`src/rtl/alu8_pkg.sv`:
```
// Shared definitions for the 8-bit ALU: default width and the opcode encoding.
package alu8_pkg;

  localparam int DEFAULT_WIDTH = 8;

  typedef enum logic [3:0] {
    OP_CLR   = 4'b0000,
    OP_PASSA = 4'b0001,
    OP_PASSB = 4'b0010,
    OP_XOR   = 4'b0011,
    OP_NOT   = 4'b0100,
    OP_NOR   = 4'b0101,
    OP_OR    = 4'b0110,
    OP_AND   = 4'b0111,
    OP_NAND  = 4'b1000,
    OP_XNOR  = 4'b1001,
    OP_SHL   = 4'b1010,
    OP_SHR   = 4'b1011,
    OP_INC   = 4'b1100,
    OP_DEC   = 4'b1101,
    OP_SUB   = 4'b1110,
    OP_ADD   = 4'b1111
  } opcode_e;

endpackage

```
`src/rtl/alu8_datapath.sv`:
```
// Purely combinational ALU core: decodes the opcode and produces the result
// together with the carry / borrow / shifted-out flag.
module alu8_datapath
  import alu8_pkg::*;
#(
  parameter int WIDTH = DEFAULT_WIDTH
) (
  input  logic [WIDTH-1:0] i_a,
  input  logic [WIDTH-1:0] i_b,
  input  logic [3:0]       i_opcode,
  output logic [WIDTH-1:0] o_result,
  output logic             o_flag
);

  localparam logic [WIDTH:0] EXT_ONE = (WIDTH+1)'(1);

  // Arithmetic is done one bit wider so the top bit carries the carry/borrow.
  logic [WIDTH:0] w_sum;
  logic [WIDTH:0] w_diff;
  logic [WIDTH:0] w_inc;
  logic [WIDTH:0] w_dec;

  assign w_sum  = {1'b0, i_a} + {1'b0, i_b};
  assign w_diff = {1'b0, i_a} - {1'b0, i_b};
  assign w_inc  = {1'b0, i_a} + EXT_ONE;
  assign w_dec  = {1'b0, i_a} - EXT_ONE;

  // Opcode decode; every encoding is covered so no X can reach the register.
  always_comb begin
    o_result = '0;
    o_flag   = 1'b0;
    unique case (opcode_e'(i_opcode))
      OP_CLR:   o_result = '0;
      OP_PASSA: o_result = i_a;
      OP_PASSB: o_result = i_b;
      OP_XOR:   o_result = i_a ^ i_b;
      OP_NOT:   o_result = ~i_a;
      OP_NOR:   o_result = ~(i_a | i_b);
      OP_OR:    o_result = i_a | i_b;
      OP_AND:   o_result = i_a & i_b;
      OP_NAND:  o_result = ~(i_a & i_b);
      OP_XNOR:  o_result = ~(i_a ^ i_b);
      OP_SHL: begin
        o_result = {i_a[WIDTH-2:0], 1'b0};
        o_flag   = i_a[WIDTH-1];
      end
      OP_SHR: begin
        o_result = {1'b0, i_a[WIDTH-1:1]};
        o_flag   = i_a[0];
      end
      OP_INC: begin
        o_result = w_inc[WIDTH-1:0];
        o_flag   = w_inc[WIDTH];
      end
      OP_DEC: begin
        o_result = w_dec[WIDTH-1:0];
        o_flag   = w_dec[WIDTH];
      end
      OP_SUB: begin
        o_result = w_diff[WIDTH-1:0];
        o_flag   = w_diff[WIDTH];
      end
      OP_ADD: begin
        o_result = w_sum[WIDTH-1:0];
        o_flag   = w_sum[WIDTH];
      end
      default: begin
        o_result = '0;
        o_flag   = 1'b0;
      end
    endcase
  end

endmodule

```
`src/rtl/alu_8bit.sv`:
```
// Registered 8-bit ALU: the combinational core feeds an enable-gated output
// register that clears asynchronously on reset.
module alu_8bit
  import alu8_pkg::*;
#(
  parameter int WIDTH = DEFAULT_WIDTH
) (
  input  logic             clk,
  input  logic             rst_n,
  input  logic [WIDTH-1:0] a,
  input  logic [WIDTH-1:0] b,
  input  logic             en,
  input  logic [3:0]       opcode,
  output logic [WIDTH-1:0] out,
  output logic             cout
);

  logic [WIDTH-1:0] w_result;
  logic             w_flag;
  logic [WIDTH-1:0] r_out;
  logic             r_cout;

  alu8_datapath #(
    .WIDTH(WIDTH)
  ) u_datapath (
    .i_a      (a),
    .i_b      (b),
    .i_opcode (opcode),
    .o_result (w_result),
    .o_flag   (w_flag)
  );

  // Capture the core's result only on enabled edges; otherwise hold.
  always_ff @(posedge clk or negedge rst_n) begin
    if (!rst_n) begin
      r_out  <= '0;
      r_cout <= 1'b0;
    end else if (en) begin
      r_out  <= w_result;
      r_cout <= w_flag;
    end
  end

  assign out  = r_out;
  assign cout = r_cout;

endmodule

```
`config.mk`:
```
export PLATFORM = sky130hd
export DESIGN_NAME = alu_8bit
export DESIGN_NICKNAME = d
export VERILOG_FILES = /design/src/rtl/alu8_pkg.sv /design/src/rtl/alu8_datapath.sv /design/src/rtl/alu_8bit.sv
export SDC_FILE = /design/constraint.sdc
export NUM_CORES = 1
export LEC_CHECK = 0
export ABC_CLOCK_PERIOD_IN_PS = 1900
export CAP_MARGIN = 20
export CORE_MARGIN = 4
export CORE_UTILIZATION = 44
export DETAILED_ROUTE_END_ITERATION = 8
export GPL_TIMING_DRIVEN = 0
export MAX_ROUTING_LAYER = met4
export PLACE_DENSITY = 0.65
export SETUP_SLACK_MARGIN = 0.4
export SYNTH_ARGS = -nofsm -noshare
export SYNTH_HDL_FRONTEND = slang
export SYNTH_SLANG_ARGS = --single-unit
```
`constraint.sdc`:
```
create_clock -name clk -period 1.9 [get_ports clk]
set_input_delay 0.38 -clock clk [delete_from_list [all_inputs] [get_ports clk]]
set_output_delay 0.38 -clock clk [all_outputs]
set_load 0.05 [all_outputs]
```
==> qor.yml <==
status: "finished with violations"
violations: "negative setup slack"
synth_top_area_share: 0.131
first_iter_violations: 442
yosysTopAreaCell: "ha_1"
hold_slack_ns: 0.452
ys_ff_latch: 9
pre_cts_slack_ns: -1.69
power.share.clock: 0.126
row_count: 28
fin_ws_ns: -0.283
netlist_top_cells_area: "ha_1 (13%), dfrtp_1 (8.4%), mux2i_1 (6.7%), inv_1 (4.6%), xnor2_1 (3.6%)"
power_density_nw_per_um2: 405
ys_types: 65
core-area_sq_um: 5920
cts-buffers-inserted: 3
clock_path_buffers: 2
fillers: 434
drt_pass1_iterations: 5
wire_per_inst_um: 22.4
cts-root-buf: "clkbuf_8"
ys_warn_count: 0
start_util: 0.452
ant_nets: 0
critPathLaunchType: "primary input"
htreeDepth: 1
gp_congestion: 0.960
clock.fmax_mhz: 458
grt-ovfl-total: 0
swShare: 0.463
vdd_drop_max_uv: 381
drive_gt1_frac: 0.438
cp-end-kind: "flop"
antenna_found_initial: 0
grt_pass1_vias: 3280
seqPwrFrac: 0.133
via_per_inst: 6.56
wl_met3_um: 1090
die-area_sq_um: 7390
rrSetupSlack_ns: 0.73
internal_power_uw: 940
tightest_slew_ns: 0.607
rsz0062_at_grt: "true"
fin_crit_sh: 1.15
drt-met1-wl_um: 4990
wl_met2_um: 5470
portBuffers: 30
synth_nets: 420
yosysSeqAreaShare: 0.0842
final_common_cell: "buf_4"
slew_headroom: 0.594
seqCellArea_sq_um: 225
crit_required_ns: 2.00
grt_pass1_wl_um: 18100
min_path_type: "in -> async"
most-common-layout-cells: "buf_4 (51), buf_6 (19), nor3_1 (17)"
p_comb_frac: 0.741
numClockSinks: 9
syn_avg_cell_area_sq_um: 7.27
power_switching_uw: 812
area_growth_pct: 61.9
routed_wl_um: 11800
n_antenna_cell: 0
hold_viol: 0
syn_inst: 368
ys.flop_type: "dfrtp_1"
crit_fanout: 3
cp.arrival_ns: 2.28
drv_slew: 0
async_reset_ff_frac: 1.00
vias: 3469
cts_tree: "yes"
die_h_um: 86.0
worst_clock_skew_ns: 0
synth_edf_count: 0
nets: 507
highest_layer: "met4"
hpwl_um: 7930
setup_viol: 5
path_class: "in -> reg"
clk_latency_ns: 0.23
grt_usage: 0.321
layout_min_cycle_time_ns: 2.18
path_clk_slew_ns: 0.04
pin_count: 32
maxCapViolCount: 0
grt_max_degree: 11
syn-cell-area_sq_um: 2680
drc_errors: 0
leakage_nw: 1.76
die_w_um: 86.0
multi_input_area_sq_um: 2660
==> per-stage QoR <==
step / setup TNS [ns] / std cells / utilization / area [sq um] / power [mW]
2_1_floorplan: -0.560 / 368 / - / 2970 / 0.904
3_3_place_gp: -10.37 / 473 / 0.569 / 3370 / 1.20
3_5_place_dp: -10.52 / 473 / 0.569 / 3370 / 1.20
4_1_cts: -0.630 / 516 / 0.695 / 4120 / 1.64
5_1_grt: -1.20 / 529 / 0.732 / 4330 / 1.83
6_report: -0.715 / 529 / 0.732 / 4330 / 1.75
==> kinds of logic after synthesis <==
kind of cell | synth area share
flops | 0.0842
xor+xnor | 0.0426
buf+inv | 0.110
mux | 0.0800
simple gates | 0.239
compound gates | 0.305
fa+ha+maj | 0.138
==> critical path, cell delays in order <==
cell	delay, ns
buf_12	0.12
buf_4	0.15
ha_1	0.29
a211oi_4	0.28
o21bai_1	0.14
a221oi_1	0.36
a21oi_1	0.12
a2111oi_2	0.31
o22ai_1	0.11
==> cells in the mapped netlist (all sizes together) (3+ instances only) <==
master	count
xnor2	11
a2111oi	4
nor4	5
a21oi	19
ha	28
dfrtp	9
o22ai	14
o31ai	4
a211oi	11
mux2i	18
clkbuf	10
nor2b	9
nand4b	3
mux2	3
nand2b	12
o32ai	5
nand2	16
o221ai	5
nand3	11
nor2	22
a221oi	4
or3	5
buf	23
o21ai	16
a31oi	7
nor3	18
inv	33
==> power by group through the flow <==
stage | sequential, mW | clock [mW] | combinational [mW]
6_report | 0.234 | 0.220 | 1.30
2_1_floorplan | 0.340 | 0 | 0.565
3_3_place_gp | 0.236 | 0 | 0.959
4_1_cts | 0.235 | 0.221 | 1.18
3_5_place_dp | 0.238 | 0 | 0.965
5_1_grt | 0.239 | 0.228 | 1.37
==> worst paths after layout <==
| check | startpoint | endpoint | cells past startpoint |
|---|---|---|---|
| max in group asynchronous | rst_n | out[5] | 1 |
| max | a[0] | out[4] | 9 |
| min | rst_n | out[1] | 1 |
| min in group clk | out[0] | out[0] | 2 |
| max reg2reg | out[7] | out[7] | 3 |
| min reg2reg | out[0] | out[0] | 2 |
==> metal layers <==
| layer | track usage | vias to the layer above |
|---|---|---|
| li1 | - | 1552 |
| met4 | 0.0748 | 0 |
| met3 | 0.0461 | 43 |
| met1 | 0.424 | 1641 |
| met2 | 0.519 | 233 |
| met5 | - | - |
==> timing repair <==
| action | 4_1_cts | 5_1_grt |
|---|---|---|
| hold endpoints to repair | 0 | 0 |
| hold buffers | 0 | 0 |
| gates cloned | 1 | 1 |
| endpoints found under the setup margin | 18 | 13 |
| buffers inserted | 38 | 12 |
| pin swaps | 42 | 36 |
| gates resized for setup | 208 | 39 |
==> registers in the layout, indices dropped and copies added, names as in the netlist <==
name	count
cout	1
out	8
==> layout make-up <==
| type | instances | area share |
|---|---|---|
| tap | 75 | 0.0217 |
| multi-input combinational | 293 | 0.614 |
| sequential | 9 | 0.0520 |
| inverter | 33 | 0.0468 |
| buffer | 33 | 0.0919 |
| timing repair buffer | 82 | 0.164 |
| clock buffer | 4 | 0.0104 |
(Power assumes the default switching activity.)
